## config.mk

```make
export PLATFORM = sky130hd
export DESIGN_NAME = booth_product_fifo
export DESIGN_NICKNAME = d
export VERILOG_FILES = /design/src/rtl/booth_pkg.sv /design/src/rtl/booth_fifo_mem.sv /design/src/rtl/booth_product_fifo.sv
export SDC_FILE = /design/constraint.sdc
export NUM_CORES = 1
export LEC_CHECK = 0
export CORE_MARGIN = 2
export CORE_UTILIZATION = 49
export DETAILED_ROUTE_END_ITERATION = 8
export HOLD_SLACK_MARGIN = 0.03
export PLACE_DENSITY = 0.76
export SYNTH_ARGS = -nofsm -noshare
export SYNTH_HDL_FRONTEND = slang
export SYNTH_SLANG_ARGS = --single-unit
export TNS_END_PERCENT = 30
```

## constraint.sdc

```tcl
create_clock -name clk -period 2.16 [get_ports clk]
set_clock_uncertainty 0.15 [all_clocks]
set_input_delay 0.324 -clock clk [delete_from_list [all_inputs] [get_ports clk]]
set_output_delay 0.324 -clock clk [all_outputs]
set_load 0.05 [all_outputs]
```

## src/rtl/booth_pkg.sv

```systemverilog
// Shared widths and product type for the Booth multiplier output path.
package booth_pkg;
    localparam int HALF_W = 16;
    localparam int PROD_W = 32;

    typedef logic [PROD_W-1:0] product_t;
endpackage

```

## src/rtl/booth_fifo_mem.sv

```systemverilog
// Product storage for the output FIFO: synchronous write, combinational read.
module booth_fifo_mem
    import booth_pkg::*;
#(
    parameter int DEPTH = 4,
    parameter int AW    = (DEPTH > 1) ? $clog2(DEPTH) : 1
) (
    input  logic          clk,
    input  logic          we_i,
    input  logic [AW-1:0] waddr_i,
    input  product_t      wdata_i,
    input  logic [AW-1:0] raddr_i,
    output product_t      rdata_o
);

    product_t mem_q [DEPTH];

    always_ff @(posedge clk) begin
        if (we_i) begin
            mem_q[waddr_i] <= wdata_i;
        end
    end

    assign rdata_o = mem_q[raddr_i];

endmodule

```

## src/rtl/booth_product_fifo.sv

```systemverilog
// First-word-fall-through queue of Booth products with a valid/ready drain
// and a hold signal back to the controller.
module booth_product_fifo
    import booth_pkg::*;
#(
    parameter int DEPTH = 4,
    parameter int CNT_W = $clog2(DEPTH + 1)
) (
    input  logic              clk,
    input  logic              rst,
    input  logic              done_in,
    input  logic [HALF_W-1:0] A_in,
    input  logic [HALF_W-1:0] Q_in,
    output logic              out_valid,
    input  logic              out_ready,
    output product_t          out_product,
    output logic              full,
    output logic              empty,
    output logic [CNT_W-1:0]  count,
    output logic              hold,
    output logic              overflow,
    input  logic              clr_ovf
);

    localparam int PTR_W = (DEPTH > 1) ? $clog2(DEPTH) : 1;
    localparam logic [PTR_W-1:0] LAST = PTR_W'(DEPTH - 1);

    logic [PTR_W-1:0] wr_ptr_q, wr_ptr_d;
    logic [PTR_W-1:0] rd_ptr_q, rd_ptr_d;
    logic [CNT_W-1:0] count_q, count_d;
    logic             ovf_q, ovf_d;

    logic     push, pop, drop;
    product_t rd_data;

    assign full      = (count_q == CNT_W'(DEPTH));
    assign empty     = (count_q == '0);
    assign hold      = full;
    assign count     = count_q;
    assign overflow  = ovf_q;
    assign out_valid = ~empty;
    assign out_product = empty ? '0 : rd_data;

    // A pop frees the slot the simultaneous push lands in, so full still accepts.
    assign pop  = out_valid & out_ready;
    assign push = done_in & (~full | pop);
    assign drop = done_in & full & ~pop;

    booth_fifo_mem #(
        .DEPTH (DEPTH),
        .AW    (PTR_W)
    ) u_mem (
        .clk     (clk),
        .we_i    (push),
        .waddr_i (wr_ptr_q),
        .wdata_i ({A_in, Q_in}),
        .raddr_i (rd_ptr_q),
        .rdata_o (rd_data)
    );

    always_comb begin
        wr_ptr_d = wr_ptr_q;
        rd_ptr_d = rd_ptr_q;
        count_d  = count_q;
        ovf_d    = ovf_q;
        if (push) begin
            wr_ptr_d = (wr_ptr_q == LAST) ? '0 : wr_ptr_q + 1'b1;
        end
        if (pop) begin
            rd_ptr_d = (rd_ptr_q == LAST) ? '0 : rd_ptr_q + 1'b1;
        end
        unique case ({push, pop})
            2'b10:   count_d = count_q + 1'b1;
            2'b01:   count_d = count_q - 1'b1;
            default: count_d = count_q;
        endcase
        if (drop) begin
            ovf_d = 1'b1;
        end else if (clr_ovf) begin
            ovf_d = 1'b0;
        end
    end

    always_ff @(posedge clk or posedge rst) begin
        if (rst) begin
            wr_ptr_q <= '0;
            rd_ptr_q <= '0;
            count_q  <= '0;
            ovf_q    <= 1'b0;
        end else begin
            wr_ptr_q <= wr_ptr_d;
            rd_ptr_q <= rd_ptr_d;
            count_q  <= count_d;
            ovf_q    <= ovf_d;
        end
    end

endmodule

```

==> run summary, run 1 <==
status = finished with violations
failing checks = setup timing
ratio of cells with drive above 1 in the final layout = 49.60%
DRC viols = 0
Comb pwr share = 52.6%
Synth Register Bits = 136
worst setup path endpoint = out_product[5]
global-route wire length before repair = 16750 um
drt total wl = 11240 um
Max-Slew Margin vs Limit = 66.86%
Cell Int Power = 8.908 mW
Synth cell types = 21
switch share = 35.94%
Final Cycle Share = 117.2%
share of total power in the clock network = 21.0%
Clock transition at path regs = 60 ps
Final Cell Area = 7656 sq um
worst-path cell chain = buf_12, buf_12, mux4_2, and2_4, buf_6
Final TNS setup = -10930 ps
Routed WL per cell = 21.65 um
CTS sink count = 136
CTS tree = built
Max VDD drop = 0.001206 V
Net Switching = 4.997 mW
initial antenna violation count = 0
num rows = 38
worst slack, placed = -68.36 ps
Antenna Cells = 0
CTS HTree Levels = 4
crit path time final = 2532 ps
syn nets = 295
min-delay src = clr_ovf
Peak Freq = 395.0 MHz
worst slew pin tran = 499.0 ps
Slew Viols, Final = 0
Seq/Total Area, Yosys = 75.50%
Worst-Skew Late Latency = 510 ps
final instance count without filler cells = 519
most frequent cells in the layout = edfxtp_1 (128), clkdlybuf4s50_1 (36), and2_4 (33), mux4_2 (32), buf_12 (28)
FF-to-FF setup slack = -40 ps
Critical Path Max Stage Delay = 540 ps
gp weighted congestion = 0.6761
CP endpoint kind = primary output
Detailed Route Iter0 Violations = 139
sequential share of power = 26.4%
Top delay family on crit path = multiplexers
Yosys Warn Count = 0
hpwl dp = 5964 um
unrepaired setup endpoints after global routing = true
core area = 10750 sq um
area grow syn2layout = 42.93%
final setup fails = 36
DRT Pass-1 Iters = 4
Nets = 410
largest fanout on the critical path = 6
top-area cell type share of the netlist area = 71.76%
Die Wd = 108.6 um
slowest CP cell = mux4_2
Area after DPL = 6620 sq um
CP Launch Point = rd_ptr_q[0]$_DFFE_PP0P_
Buf/Inv on CP = 3
vias in the first global route = 2993
WS Path Type = register to primary output
Hold Path Class = input port to register
total leakage power = 2.789 nW
Worst EP arrival = 2060 ps
PwrDens = 1816 nW/um^2
starting density of the core = 49.85%
largest net degree at the start of global routing = 28
total congestion overflow = 0
vias per cell = 5.274
die area = 11780 sq um
Post-Synthesis Cells = 251
number of I/O port buffers = 76
CP startpoint kind = register
# IOs = 77
Clock Tree Buf Depth = 2
RR Endpoint = count[1]$_DFFE_PP0P_
Num CTS Buffers = 17
leading area contributor after synthesis = edfxtp_1
Final Power = 13.91 mW
root buffer cell = clkbuf_8
Netlist Area Pre-Place = 5356 sq um
Final ANT Viol Nets = 0
post-route setup slack = -371.8 ps
Avg Cell Area, Syn = 21.34 sq um
Die Height = 108.6 um
number of max-cap violations = 0
ys async rst share = 5.882%
cell count after placement = 474
Worst Hold Slack = 234.1 ps
Synth area leaders = edfxtp_1 (72%), mux4_2 (13%), and2_1 (4.2%)
fin util = 71.25%
worst r2r src = count[1]$_DFFE_PP0P_
Synth Flop Type = edfxtp_1
gr usage total = 20.64%
WP depth = 5
most common cell after layout, fill and taps aside = edfxtp_1
EDFF count, synth = 128
Fin. Hold Viols = 0
most numerous cell on the critical path = buf_12
R2R depth = 7
worst path required time = 1690 ps
DR vias = 2737
repair_timing:
item	CTS	global route
setup endpoints to repair	41	39
pin swaps	11	17
buffers inserted	7	0
gates cloned	4	1
gates resized for setup	71	11
endpoints found under the hold margin	8	0
hold buffers	1	0
kinds of logic (layout without fill, tap and decap cells):
kind of cell	Yosys count	after routing	share of synthesized area, %
adder cells (fa/ha/maj)	7	7	1.775
flip-flops	136	136	75.50
AO/OA/AOI/OAI	2	2	0.3271
buffers and inverters	24	152	2.289
XOR/XNOR	3	3	0.4906
AND/OR/NAND/NOR	42	42	4.859
multiplexers	37	37	14.76
routing by layer:
layer  vias up  wire [um]  track usage [%]
li1       1227          -                -
met1      1424       4292            23.68
met2        77       6302            36.74
met3         9        481            6.450
met4         0        159            6.777
met5         -          0                0
flip-flops by register name, summed over array words and instances, names as in the netlist:
name / cells
wr_ptr_q: 2
rd_ptr_q: 2
count: 3
u_mem.mem_q: 128
overflow: 1
power by group through the flow:
stage / combinational, mW / clock, mW / sequential (mW)
2_1_floorplan: 3.68 / 0 / 3.77
3_3_place_gp: 6.00 / 0 / 3.65
3_5_place_dp: 6.06 / 0 / 3.69
4_1_cts: 7.19 / 2.97 / 3.65
5_1_grt: 7.63 / 3.09 / 3.71
6_report: 7.31 / 2.92 / 3.67
how the worst min path moves through the flow:
stage	end	cells after the start
floorplan	overflow$_DFFE_PP0P_	1
finish	overflow$_DFFE_PP0P_	2
detailed placement	overflow$_DFFE_PP0P_	2
global placement	overflow$_DFFE_PP0P_	2
global route	overflow$_DFFE_PP0P_	2
CTS	overflow$_DFFE_PP0P_	2
synthesized netlist by cell type, drive strengths merged, types with 2 or more instances:
| library cell | n |
|---|---|
| edfxtp | 128 |
| and2 | 37 |
| mux4 | 32 |
| inv | 11 |
| buf | 9 |
| dfrtp | 8 |
| ha | 6 |
| clkbuf | 4 |
| mux2 | 4 |
| nor2 | 3 |
| xor2 | 2 |
final cells by class:
| type | count | area (sq um) |
|---|---|---|
| clock buffer | 17 | 414.1 |
| clock inverter | 15 | 190.2 |
| fill | 658 | 3089 |
| inverter | 11 | 50.05 |
| multi-input combinational | 91 | 1304 |
| sequential | 136 | 4050 |
| tap | 140 | 175.2 |
| timing repair buffer | 109 | 1473 |
(Power assumes the default switching activity.)
==> run 2, diff against run 1 <==
--- a/config.mk
+++ b/config.mk
@@ -7,6 +7,7 @@
 export LEC_CHECK = 0
 export CORE_MARGIN = 2
 export CORE_UTILIZATION = 49
+export CTS_CLUSTER_DIAMETER = 50
 export DETAILED_ROUTE_END_ITERATION = 8
 export HOLD_SLACK_MARGIN = 0.03
 export PLACE_DENSITY = 0.76
==> results of run 2 <==
Same layout as run 1: the final DEF is identical, and so are final timing and power.
==> run 3, diff against run 2 <==
--- a/config.mk
+++ b/config.mk
@@ -6,11 +6,10 @@
 export NUM_CORES = 1
 export LEC_CHECK = 0
 export CORE_MARGIN = 2
-export CORE_UTILIZATION = 49
+export CORE_UTILIZATION = 36
 export CTS_CLUSTER_DIAMETER = 50
 export DETAILED_ROUTE_END_ITERATION = 8
 export HOLD_SLACK_MARGIN = 0.03
-export PLACE_DENSITY = 0.76
 export SYNTH_ARGS = -nofsm -noshare
 export SYNTH_HDL_FRONTEND = slang
 export SYNTH_SLANG_ARGS = --single-unit
==> run summary, run 3 (synthesis gave the netlist of run 1 again) <==
status = finished with violations
failing checks = setup timing
final instance count without filler cells = 558
initial antenna violation count = 0
num rows = 44
Peak Freq = 418.3 MHz
largest fanout on the critical path = 17
CTS HTree Levels = 4
post-route setup slack = -230.8 ps
number of max-cap violations = 0
# fillers = 1160
largest net degree at the start of global routing = 22
Detailed Route Iter0 Violations = 162
Final Cycle Share = 110.7%
CP endpoint kind = primary output
gp weighted congestion = 0.7158
CTS sink count = 136
Top delay family on crit path = simple AND/OR/NAND/NOR gates
CP startpoint kind = register
Num CTS Buffers = 17
Worst-Skew Late Latency = 400 ps
Buf/Inv on CP = 3
vias per cell = 4.824
PwrDens = 1797 nW/um^2
FF/Latch Area = 4050 sq um
total leakage power = 2.771 nW
most frequent cells in the layout = edfxtp_1 (128), buf_12 (47), clkdlybuf4s50_1 (37), and2_4 (33), mux4_2 (32)
Final ANT Viol Nets = 0
worst-path cell chain = buf_6, or3_4, buf_12, and2_4, buf_12
number of I/O port buffers = 76
Slew Viols, Final = 0
Fin. Hold Viols = 0
Max VDD drop = 0.001365 V
worst slack, placed = -81.35 ps
Final TNS setup = -6878 ps
Clock Tree Buf Depth = 2
WS Path Type = register to primary output
hpwl dp = 6087 um
slowest CP cell = or3_4
Hold Path Class = input port to register
Antenna Cells = 0
die area = 15870 sq um
final setup fails = 35
Routed WL per cell = 18.74 um
crit path time final = 2391 ps
Most flops, register = u_mem.mem_q
Largest register FFs = 128
multi-input logic area = 1304 sq um
DR vias = 2692
most common cell after layout, fill and taps aside = edfxtp_1
CTS tree = built
gr usage total = 14.03%
Critical Path Max Stage Delay = 460 ps
area grow syn2layout = 43.96%
total congestion overflow = 0
most numerous cell on the critical path = buf_12
DRT Pass-1 Iters = 4
cell count after placement = 519
Nets = 405
Final Power = 13.86 mW
unrepaired setup endpoints after global routing = true
DRC viols = 0
Die Wd = 126.0 um
# IOs = 77
root buffer cell = clkbuf_16
worst path required time = 1690 ps
Max-Slew Margin vs Limit = 66.55%
starting density of the core = 36.85%
Clock transition at path regs = 50 ps
drt total wl = 10460 um
Worst EP arrival = 1920 ps
vias in the first global route = 2927
core area = 14530 sq um
Die Height = 126.0 um
worst slew pin tran = 500.2 ps
ratio of cells with drive above 1 in the final layout = 46.79%
global-route wire length before repair = 16120 um
[run 3: through the flow]
| step | cell area (sq um) | hold slack (ps) | utilization, % |
|---|---|---|---|
| 3_3_place_gp | 6943 | 371.3 | 47.77 |
| 3_5_place_dp | 6943 | 379.2 | 47.77 |
| 4_1_cts | 7686 | 305.7 | 52.88 |
| 5_1_grt | 7711 | 325.4 | 53.06 |
| 6_report | 7711 | 321.7 | 53.06 |
| 2_1_floorplan | 5400 | -10.54 | - |
[run 3: report_power, final]
group | total, mW | leakage, nW | internal (mW) | switching, mW
Combinational | 7.65 | 1.25 | 3.98 | 3.66
Sequential | 3.66 | 1.27 | 3.49 | 0.174
Clock | 2.55 | 0.255 | 1.55 | 0.996
[run 3: cell type report]
| type | instances | share of cell area (%) |
|---|---|---|
| tap | 184 | 2.986 |
| inverter | 11 | 0.5841 |
| sequential | 136 | 52.52 |
| clock buffer | 20 | 5.663 |
| multi-input combinational | 91 | 16.91 |
| clock inverter | 12 | 1.103 |
| timing repair buffer | 104 | 20.23 |
[run 3: path summary, 6_finish.rpt]
check | startpoint | slack (ps) | depth (start not counted) | end
worst max register to register | count[2]$_DFFE_PP0P_ | -20 | 9 | count[2]$_DFFE_PP0P_
worst max-delay path | count[2]$_DFFE_PP0P_ | -230 | 5 | out_product[31]
max in group asynchronous | rst | 1020 | 3 | count[1]$_DFFE_PP0P_
worst min-delay path | clr_ovf | 320 | 2 | overflow$_DFFE_PP0P_
worst min register to register | overflow$_DFFE_PP0P_ | 380 | 2 | overflow$_DFFE_PP0P_
min in group asynchronous | rst | 580 | 3 | wr_ptr_q[0]$_DFFE_PP0P_
[run 3: per-layer routing]
metal | vias up | global-route usage [%] | share of wire, %
met5 | - | 0 | 0
met4 | 0 | 4.460 | 0.53
met3 | 5 | 5.225 | 4.8
met2 | 61 | 23.09 | 52
met1 | 1409 | 17.31 | 42
li1 | 1217 | - | -
[run 3: worst reg2reg max path: stages (launching register included)]
cell,delay (ps)
dfrtp_2,400
buf_6,120
or3_4,460
and2_4,180
ha_4,160
inv_2,40
fa_2,180
xor2_1,150
nor2_1,60
xor2_1,150
[run 3: timing repair]
action	CTS	global route
gates cloned	3	1
resized for setup	43	1
endpoints found under the setup margin	37	38
hold buffers	1	0
endpoints found under the hold margin	8	0
setup buffers	2	0
pin swaps	13	12
